**config.mk**
```make
export PLATFORM = sky130hd
export DESIGN_NAME = gcd_feeder
export DESIGN_NICKNAME = d
export VERILOG_FILES = /design/src/rtl/gcd_pkg.sv /design/src/rtl/gcd_feeder_fifo.sv /design/src/rtl/gcd_feeder.sv
export SDC_FILE = /design/constraint.sdc
export NUM_CORES = 1
export LEC_CHECK = 0
export CAP_MARGIN = 15
export CORE_UTILIZATION = 25
export DETAILED_ROUTE_END_ITERATION = 7
export GPL_ROUTABILITY_DRIVEN = 0
export SLEW_MARGIN = 10
export SYNTH_ARGS = -nofsm -noshare
export SYNTH_HDL_FRONTEND = slang
export SYNTH_SLANG_ARGS = --single-unit
```
**constraint.sdc**
```tcl
create_clock -name clk -period 4.05 [get_ports clk]
set_clock_uncertainty 0.15 [all_clocks]
set_input_delay 0.81 -clock clk [delete_from_list [all_inputs] [get_ports clk]]
set_output_delay 0.81 -clock clk [all_outputs]
set_load 0.05 [all_outputs]
```
**src/rtl/gcd_pkg.sv**
```systemverilog
// Shared types and defaults for the gcd feeder.
// State encoding plus width/timeout defaults.
package gcd_pkg;

  localparam int unsigned GCD_WIDTH   = 32;
  localparam int unsigned GCD_TIMEOUT = 1024;

  typedef enum logic [1:0] {
    IDLE  = 2'd0,
    ISSUE = 2'd1,
    WAIT  = 2'd2,
    HOLD  = 2'd3
  } gcd_state_e;

endpackage

```
**src/rtl/gcd_feeder_fifo.sv**
```systemverilog
// Operand-pair FIFO for the gcd feeder.
// Pointers wrap modulo DEPTH; occupancy kept separately.
module gcd_feeder_fifo #(
  parameter int unsigned W     = 64,
  parameter int unsigned DEPTH = 4
) (
  input  logic                     clk,
  input  logic                     rst_n,
  input  logic                     push,
  input  logic                     pop,
  input  logic [W-1:0]             wdata,
  output logic [W-1:0]             rdata,
  output logic                     full,
  output logic                     empty,
  output logic [$clog2(DEPTH):0]   count
);

  localparam int unsigned AW = $clog2(DEPTH);
  localparam int unsigned CW = AW + 1;

  logic [W-1:0]  mem_q [DEPTH];
  logic [AW-1:0] wptr_q, wptr_d;
  logic [AW-1:0] rptr_q, rptr_d;
  logic [CW-1:0] cnt_q, cnt_d;

  assign rdata = mem_q[rptr_q];
  assign full  = (cnt_q == CW'(DEPTH));
  assign empty = (cnt_q == '0);
  assign count = cnt_q;

  // Next pointer and occupancy values.
  always_comb begin
    wptr_d = push ? wptr_q + 1'b1 : wptr_q;
    rptr_d = pop  ? rptr_q + 1'b1 : rptr_q;
    cnt_d  = cnt_q;
    unique case ({push, pop})
      2'b10:   cnt_d = cnt_q + 1'b1;
      2'b01:   cnt_d = cnt_q - 1'b1;
      default: cnt_d = cnt_q;
    endcase
  end

  // Storage write; contents are don't-care until pushed.
  always_ff @(posedge clk) begin
    if (push) mem_q[wptr_q] <= wdata;
  end

  // Pointer and count state.
  always_ff @(posedge clk or negedge rst_n) begin
    if (!rst_n) begin
      wptr_q <= '0;
      rptr_q <= '0;
      cnt_q  <= '0;
    end else begin
      wptr_q <= wptr_d;
      rptr_q <= rptr_d;
      cnt_q  <= cnt_d;
    end
  end

endmodule

```
**src/rtl/gcd_feeder.sv**
```systemverilog
// Front end for the gcd core: buffers pairs, launches, returns.
// GCD_FEEDER_TIMEOUT_EN adds a WAIT watchdog driving out_err.
module gcd_feeder
  import gcd_pkg::*;
#(
  parameter int unsigned WIDTH          = GCD_WIDTH,
  parameter int unsigned DEPTH          = 4,
  parameter int unsigned TIMEOUT_CYCLES = GCD_TIMEOUT
) (
  input  logic                   clk,
  input  logic                   reset,
  input  logic                   in_valid,
  output logic                   in_ready,
  input  logic [WIDTH-1:0]       in_opa,
  input  logic [WIDTH-1:0]       in_opb,
  output logic [WIDTH-1:0]       gcd_opa,
  output logic [WIDTH-1:0]       gcd_opb,
  output logic                   gcd_start,
  input  logic                   gcd_done,
  input  logic [WIDTH-1:0]       gcd_result,
  output logic                   out_valid,
  input  logic                   out_ready,
  output logic [WIDTH-1:0]       out_opa,
  output logic [WIDTH-1:0]       out_opb,
  output logic [WIDTH-1:0]       out_result,
  output logic                   out_err,
  output logic                   busy,
  output logic [$clog2(DEPTH):0] fifo_count
);

  gcd_state_e state_q, state_d;

  logic               full, empty, push, pop;
  logic [2*WIDTH-1:0] head;
  logic [WIDTH-1:0]   head_a, head_b;
  logic               head_zero;
  logic               avail_q;

  logic [WIDTH-1:0] ga_q, ga_d;
  logic [WIDTH-1:0] gb_q, gb_d;
  logic [WIDTH-1:0] oa_q, oa_d;
  logic [WIDTH-1:0] ob_q, ob_d;
  logic [WIDTH-1:0] res_q, res_d;

`ifdef GCD_FEEDER_TIMEOUT_EN
  localparam int unsigned TW = $clog2(TIMEOUT_CYCLES + 1);
  localparam logic [TW-1:0] TLIM = TW'(TIMEOUT_CYCLES - 1);

  logic          err_q, err_d;
  logic [TW-1:0] cnt_q;
`endif

  assign in_ready = !full;
  assign push     = in_valid && in_ready;

  gcd_feeder_fifo #(
    .W     (2 * WIDTH),
    .DEPTH (DEPTH)
  ) u_fifo (
    .clk   (clk),
    .rst_n (reset),
    .push  (push),
    .pop   (pop),
    .wdata ({in_opa, in_opb}),
    .rdata (head),
    .full  (full),
    .empty (empty),
    .count (fifo_count)
  );

  assign head_a    = head[2*WIDTH-1:WIDTH];
  assign head_b    = head[WIDTH-1:0];
  assign head_zero = (head_a == '0) || (head_b == '0);

  assign gcd_opa    = ga_q;
  assign gcd_opb    = gb_q;
  assign gcd_start  = (state_q == ISSUE);
  assign out_valid  = (state_q == HOLD);
  assign out_opa    = oa_q;
  assign out_opb    = ob_q;
  assign out_result = res_q;
  assign busy       = (state_q != IDLE);

`ifdef GCD_FEEDER_TIMEOUT_EN
  assign out_err = err_q;
`else
  assign out_err = 1'b0;
`endif

  // Job sequencing: pop, bypass or launch, wait, hold result.
  always_comb begin
    state_d = state_q;
    pop     = 1'b0;
    ga_d    = ga_q;
    gb_d    = gb_q;
    oa_d    = oa_q;
    ob_d    = ob_q;
    res_d   = res_q;
`ifdef GCD_FEEDER_TIMEOUT_EN
    err_d   = err_q;
`endif
    unique case (state_q)
      IDLE: begin
        if (avail_q && !empty) begin
          pop  = 1'b1;
          oa_d = head_a;
          ob_d = head_b;
`ifdef GCD_FEEDER_TIMEOUT_EN
          err_d = 1'b0;
`endif
          if (head_zero) begin
            res_d   = (head_a == '0) ? head_b : head_a;
            state_d = HOLD;
          end else begin
            ga_d    = head_a;
            gb_d    = head_b;
            state_d = ISSUE;
          end
        end
      end
      ISSUE: state_d = WAIT;
      WAIT: begin
        if (gcd_done) begin
          res_d   = gcd_result;
          state_d = HOLD;
        end
`ifdef GCD_FEEDER_TIMEOUT_EN
        else if (cnt_q == TLIM) begin
          res_d   = '0;
          err_d   = 1'b1;
          state_d = HOLD;
        end
`endif
      end
      HOLD: begin
        if (out_ready) begin
          state_d = IDLE;
`ifdef GCD_FEEDER_TIMEOUT_EN
          err_d   = 1'b0;
`endif
        end
      end
      default: state_d = IDLE;
    endcase
  end

  // State and datapath registers; avail_q lets a push settle
  // for a cycle before IDLE may take it.
  always_ff @(posedge clk or negedge reset) begin
    if (!reset) begin
      state_q <= IDLE;
      avail_q <= 1'b0;
      ga_q    <= '0;
      gb_q    <= '0;
      oa_q    <= '0;
      ob_q    <= '0;
      res_q   <= '0;
    end else begin
      state_q <= state_d;
      avail_q <= !empty;
      ga_q    <= ga_d;
      gb_q    <= gb_d;
      oa_q    <= oa_d;
      ob_q    <= ob_d;
      res_q   <= res_d;
    end
  end

`ifdef GCD_FEEDER_TIMEOUT_EN
  // Watchdog: cleared on launch, counts WAIT cycles.
  always_ff @(posedge clk or negedge reset) begin
    if (!reset) begin
      cnt_q <= '0;
      err_q <= 1'b0;
    end else begin
      err_q <= err_d;
      if (state_q == ISSUE)     cnt_q <= '0;
      else if (state_q == WAIT) cnt_q <= cnt_q + 1'b1;
    end
  end
`endif

endmodule

```
Word-level counts from Yosys, hierarchy flattened --
Memories as Yosys holds them, arrays and structs flattened. Cells that the tools add are included.
Storage, ports and cells: bits in writable memories 256, memories 1, flip-flop bits (word level) 170, logic and storage cells 57
Cells by class: reduce and logical (&&, ||, !) cells 16, mux-type cells 15, equal/unequal tests 10, bitwise gates (word level) 1, add/sub/neg operators 4
Memory list:
- u_fifo.mem_q | words 4, bits a word 64, rd ports 1, clocked after memory_dff 0, write ports 1, RTL line gcd_feeder_fifo.sv:21 | logic [W-1:0] mem_q [DEPTH];
Operator list (number):
- $mux W32 | 4
- $logic_not A32 Y1 | 2
- $pmux W32 S2 | 1
- $mux W2 | 4
- $pmux W2 S4 | 1
- $eq A2 B2 Y1 const B | 3
- $ne A2 B2 Y1 const B | 3
- $pmux W3 S2 | 1
- $reduce_and A3 Y1 | 2
- $reduce_bool A2 Y1 | 3
- $add A2 B1 Y2 const B | 2
- $eq A2 B1 Y1 const B | 2
- $mux W1 | 4
- $reduce_and A4 Y1 | 1
- $add A3 B1 Y3 const B | 1
- $eq A3 B3 Y1 const B | 1
- $logic_not A3 Y1 | 1
- $sub A3 B1 Y3 const B | 1
- $logic_and A1 B1 Y1 | 2
- $logic_not A1 Y1 | 2
- $logic_not A2 Y1 | 1
- $ne A2 B1 Y1 const B | 1
- $reduce_and A2 Y1 | 1
- $logic_or A1 B1 Y1 | 1
- $not A1 Y1 | 1

Logic depth before layout (Yosys ltp) --
Gate-level depths: netlist of run 1.
word-level depth 7, gate-level depth with buffers 12, mapped depth without buffers 10

Modules after synthesis --
A second synthesis of run 1 with hierarchy kept.
Second synthesis, totals: cell total of the unflattened synthesis 870, area, all modules 16677.2 µm²
By module, submodules not included:
- gcd_feeder_fifo | area each 9628.0 µm², times used 1, seq. area each 7862.5 µm², cells each 371
- gcd_feeder | area each 7049.3 µm², times used 1, seq. area each 4078.9 µm², cells each 499

Least setup slack after synthesis of run 1 --
Ideal clock, no wire load.
kind flip-flop to flip-flop, start register u_fifo.cnt_q[0] (netlist: u_fifo.count[0]), end memory u_fifo.mem_q[0][0], enable pin, path buffers 0, clock period less this slack 3.543 ns, data arrival time 2.964 ns, path slack 0.507 ns, data required time 3.471 ns, setup time 0.429 ns, stages on the path, launching flop included 4, cells stage by stage dfrtp_1 -> inv_1 -> nand3_1 -> and3_1
Between the ends: longest elaborated chain between the ends 5
Ends and longest elaborated chain:
- start, declared | RTL line gcd_feeder_fifo.sv:24 | logic [CW-1:0] cnt_q, cnt_d;
- start signal, assigned | RTL line gcd_feeder_fifo.sv:57 | cnt_q <= cnt_d;
- $eq A3 B3 Y1 | RTL line gcd_feeder_fifo.sv:27 | assign full = (cnt_q == CW'(DEPTH));
- $logic_not A1 Y1 | RTL line gcd_feeder.sv:53 | assign in_ready = !full;
- net in_ready | RTL line gcd_feeder.sv:13 | output logic in_ready,
- $logic_and A1 B1 Y1 | RTL line gcd_feeder.sv:54 | assign push = in_valid && in_ready;
- $mux W1 | RTL line gcd_feeder_fifo.sv:45 | if (push) mem_q[wptr_q] <= wdata;
- $mux W1 (implied by the code) | RTL line gcd_feeder_fifo.sv:45
- end, declared | RTL line gcd_feeder_fifo.sv:21
The timed path passes the listed nets, and every way through them passes these cells.

Worst setup path in the final report of run 1 --
start register u_fifo.rptr_q[0], end register ga_q[22] (netlist: gcd_opa[22])
Between the ends: longest elaborated chain between the ends 5, elaborated cells between the ends (all ways) 6, classes of those cells bitwise: 1; reduce/logical: 4; memory: 1
Ends and longest elaborated chain:
- start, declared | RTL line gcd_feeder_fifo.sv:23 | logic [AW-1:0] rptr_q, rptr_d;
- start signal, assigned | RTL line gcd_feeder_fifo.sv:56 | rptr_q <= rptr_d;
- $mem_v2 Z4 W64 *
- $logic_not A32 Y1 | RTL line gcd_feeder.sv:73 | assign head_zero = (head_a == '0) || (head_b == '0);
- $logic_or A1 B1 Y1 | RTL line gcd_feeder.sv:73
- $not A1 Y1 (no line)
- $reduce_and A3 Y1 (no line)
- end signal, assigned | RTL line gcd_feeder.sv:161 | ga_q <= ga_d;
- end, declared | RTL line gcd_feeder.sv:39 | logic [WIDTH-1:0] ga_q, ga_d;
Mark *: on every way between the ends. The rest lies on a longest branch, timed or not. A chain may end at the register's enable or synchronous reset.

==> run_results.csv, run 1 <==
group,metric,value,unit
power_and_ir_drop,vdd_drop_max,0.604,mV
setup_path,cpLargestDelayFamily,"simple AND/OR/NAND/NOR gates",
placed_design,port_buffers,267,
logic_synthesis,synth.area.top_cells,"edfxtp_1 46%, dfrtp_1 26%, mux4_2 8.7%",
finish,syn2layout_area_growth,32.4,%
floorplanning,die-area,67500,µm²
logic_synthesis,syn_inst,967,
floorplanning,fp-row-count,94,
finish,nets,1367,
setup_path,cp-end-kind,"flip-flop",
setup_path,crit_type,"flip-flop to flip-flop",
power_and_ir_drop,swShare,0.429,
setup_path,cp.depth,8,
timing,fmax,265,MHz
grt,grt_max_degree,96,
timing,tightest_slew,868,ps
setup_path,crit_arrival,4070,ps
logic_synthesis,ys_ff_latch,426,
clocking,cts_buffer_depth,3,
setup_path,max_stage_delay,650,ps
setup_path,path_buf_inv,2,
clocking,cts_tree,"built",
status,status,"finished clean",
timing,slew_viol_final,0,
route,dr_total_vias,9759,
finish,layout-drive-gt1-share,0.183,
power_and_ir_drop,p_comb_frac,0.476,
finish,mostFrequentLayoutCells,"266 x clkdlybuf4s50_1, 256 x edfxtp_1, 168 x dfrtp_1, 97 x o21ai_0, 66 x mux2_2",
power_and_ir_drop,p_seq_frac,0.326,
power_and_ir_drop,power_leakage,7.84,nW
timing,hold_violations,0,
logic_synthesis,yosysSeqAreaShare,0.718,
route,wl_per_cell,23.9,µm
logic_synthesis,syn_avg_cell_area,17.2,µm²
power_and_ir_drop,p_int,12.1,mW
setup_path,cp_max_fo,36,
setup_path,required,4350,ps
logic_synthesis,syn-num-nets,1079,
floorplanning,io_pins,269,
placed_design,place_hpwl,36800,µm
setup_path,critPathSlowestCell,"mux4_2",
route,drt_iter0_drc,875,
power_and_ir_drop,powerDensity,964,nW/µm²
route,drt_first_pass_iters,5,
clocking,clk_pin_slew,60,ps
power_and_ir_drop,clkPwrFrac,0.198,
logic_synthesis,synthArstFlopShare,0.399,
grt,grt_remaining_overflow,0,
floorplanning,core-area,65700,µm²
grt,grt_first_pass_wirelength,73000,µm
logic_synthesis,synthesis.area,16600,µm²
setup_path,ff2ff_path_depth,8,
timing,setup_viol,0,
logic_synthesis,synth_area_leader_cell,"edfxtp_1",
clocking,cts_resized,0,
route,viasPerCell,4.52,
floorplanning,die_x,260,µm
setup_path,startpoint_type,"flip-flop",
clocking,cts_max_level,2,
timing,fin_crit,3780,ps
clocking,cts_buffers,47,
clocking,cts_sinks,426,
setup_path,path_cells,"buf_4, mux4_2, nor4_1, nand4_1, o22ai_2, or2_2, buf_12, mux2_1",
grt,first_global_vias,10100,
logic_synthesis,yosys_warnings,0,
route,drc_errors,0,
logic_synthesis,synth-edff-count,256,
floorplanning,start_util,0.253,
timing,rsz0062_at_grt,"false",
run,maxCapViolCount,0,
floorplanning,die_height,260,µm
grt,grt.total_usage,0.152,
route,wirelength,51600,µm
logic_synthesis,synthDistinctLibCells,36,
route,ant_nets,0,
grt,antenna_found_initial,11,
timing,period_share,0.932,
clocking,insertion_delay,580,ps
clocking,clockRootBuffer,"clkbuf_16",
clocking,post_cts_buffers,0,
hold_path,min_path_type,"primary input to async pin",
timing,setup_tns,0,ps
clocking,cts_hold_buf,0,
timing,max_slew_margin,0.421,
logic_synthesis,synth_top_area_share,0.462,
power_and_ir_drop,p_total,21.2,mW
finish,layout_commonest_cell,"clkdlybuf4s50_1",
logic_synthesis,synthFlopType,"edfxtp_1",
power_and_ir_drop,netSwitchingPower,9.10,mW
[registers in the layout, summed over array words and instances, names as in the netlist, 3 cells and up]
name,flops
out_opa,32
gcd_opa,32
u_fifo.count,3
out_opb,32
gcd_opb,32
out_result,32
u_fifo.mem_q,256
[power groups by stage]
stage	logic, mW	registers, mW	clock network (mW)
2_1_floorplan	3.64	9.53	0
3_3_place_gp	10.1	6.97	0
3_5_place_dp	10.2	7.01	0
4_1_cts	10.2	6.94	4.29
5_1_grt	10.6	7.06	4.45
6_report	10.1	6.93	4.20
[stage by stage]
stage	setup WS, ps	cells	hold WS, ps	util	area (µm²)
3_5_place_dp	310	2070	322	0.312	20500
2_1_floorplan	507	967	364	-	16600
3_3_place_gp	320	2070	319	0.312	20500
4_1_cts	282	2155	161	0.335	22000
5_1_grt	168	2159	182	0.335	22000
6_report	274	2160	119	0.335	22000
[final cells by class]
class                           instances  area, µm²
Fill cell                            6307      43700
Clock buffer                           59       1260
Timing Repair Buffer                  293       3010
Sequential cell                       426      11900
Multi-Input combinational cell        446       4310
Clock inverter                         26        239
Tap cell                              864       1080
Antenna cell                            5       12.5
Inverter                               41        154
[worst reg2reg max path: stages, from the launching register on]
cell and delay [ps]:
dfrtp_4 540, buf_4 300, mux4_2 650, nor4_1 610, nand4_1 290, o22ai_2 290, or2_2 210, buf_12 230
mux2_1 380
[metal layers]
metal	wire, µm	up-vias	track usage
li1	-	4280	-
met3	3380	67	0.0356
met1	22200	5074	0.199
met2	25000	328	0.247
met5	72	-	0
met4	942	10	0.0469
[final timing paths]
check | startpoint | slack [ps] | endpoint
worst max-delay path | u_fifo.rptr_q[0] | 270 | gcd_opa[22]
worst min-delay path | reset | 120 | u_fifo.count[0]
worst max register to register | u_fifo.rptr_q[0] | 270 | gcd_opa[22]
worst min register to register | out_opb[21] | 330 | out_opb[21]
max in group asynchronous | reset | 2610 | out_result[12]
min in group clk | out_opb[21] | 330 | out_opb[21]
[Yosys cell counts, drive strengths merged, types with 4 or more instances]
cell	n
nand2	34
xnor2	4
buf	27
dfrtp	170
ha	10
nand4	4
o31a	32
edfxtp	256
clkbuf	27
mux4	64
nand2b	32
mux2	98
o21ai	97
nor3	32
nor4	16
inv	41
and3	4
[cell families after synthesis]
| group | share of synthesized area |
|---|---|
| flip-flops | 0.718 |
| AND/OR/NAND/NOR | 0.0418 |
| other | 0.000226 |
| multiplexers | 0.154 |
| adder cells (fa/ha/maj) | 0.00873 |
| AO/OA/AOI/OAI | 0.0481 |
| XOR/XNOR | 0.00316 |
| buffers and inverters | 0.0254 |
No activity file was read; power rests on OpenSTA's default activity.
==> run 2: changes to the inputs <==
--- a/config.mk
+++ b/config.mk
@@ -5,7 +5,7 @@
 export SDC_FILE = /design/constraint.sdc
 export NUM_CORES = 1
 export LEC_CHECK = 0
-export CAP_MARGIN = 15
+export CAP_MARGIN = 25
 export CORE_UTILIZATION = 25
 export DETAILED_ROUTE_END_ITERATION = 7
 export GPL_ROUTABILITY_DRIVEN = 0
==> results of run 2 <==
Same layout as run 1: the final DEF is identical, and so are final timing and power.
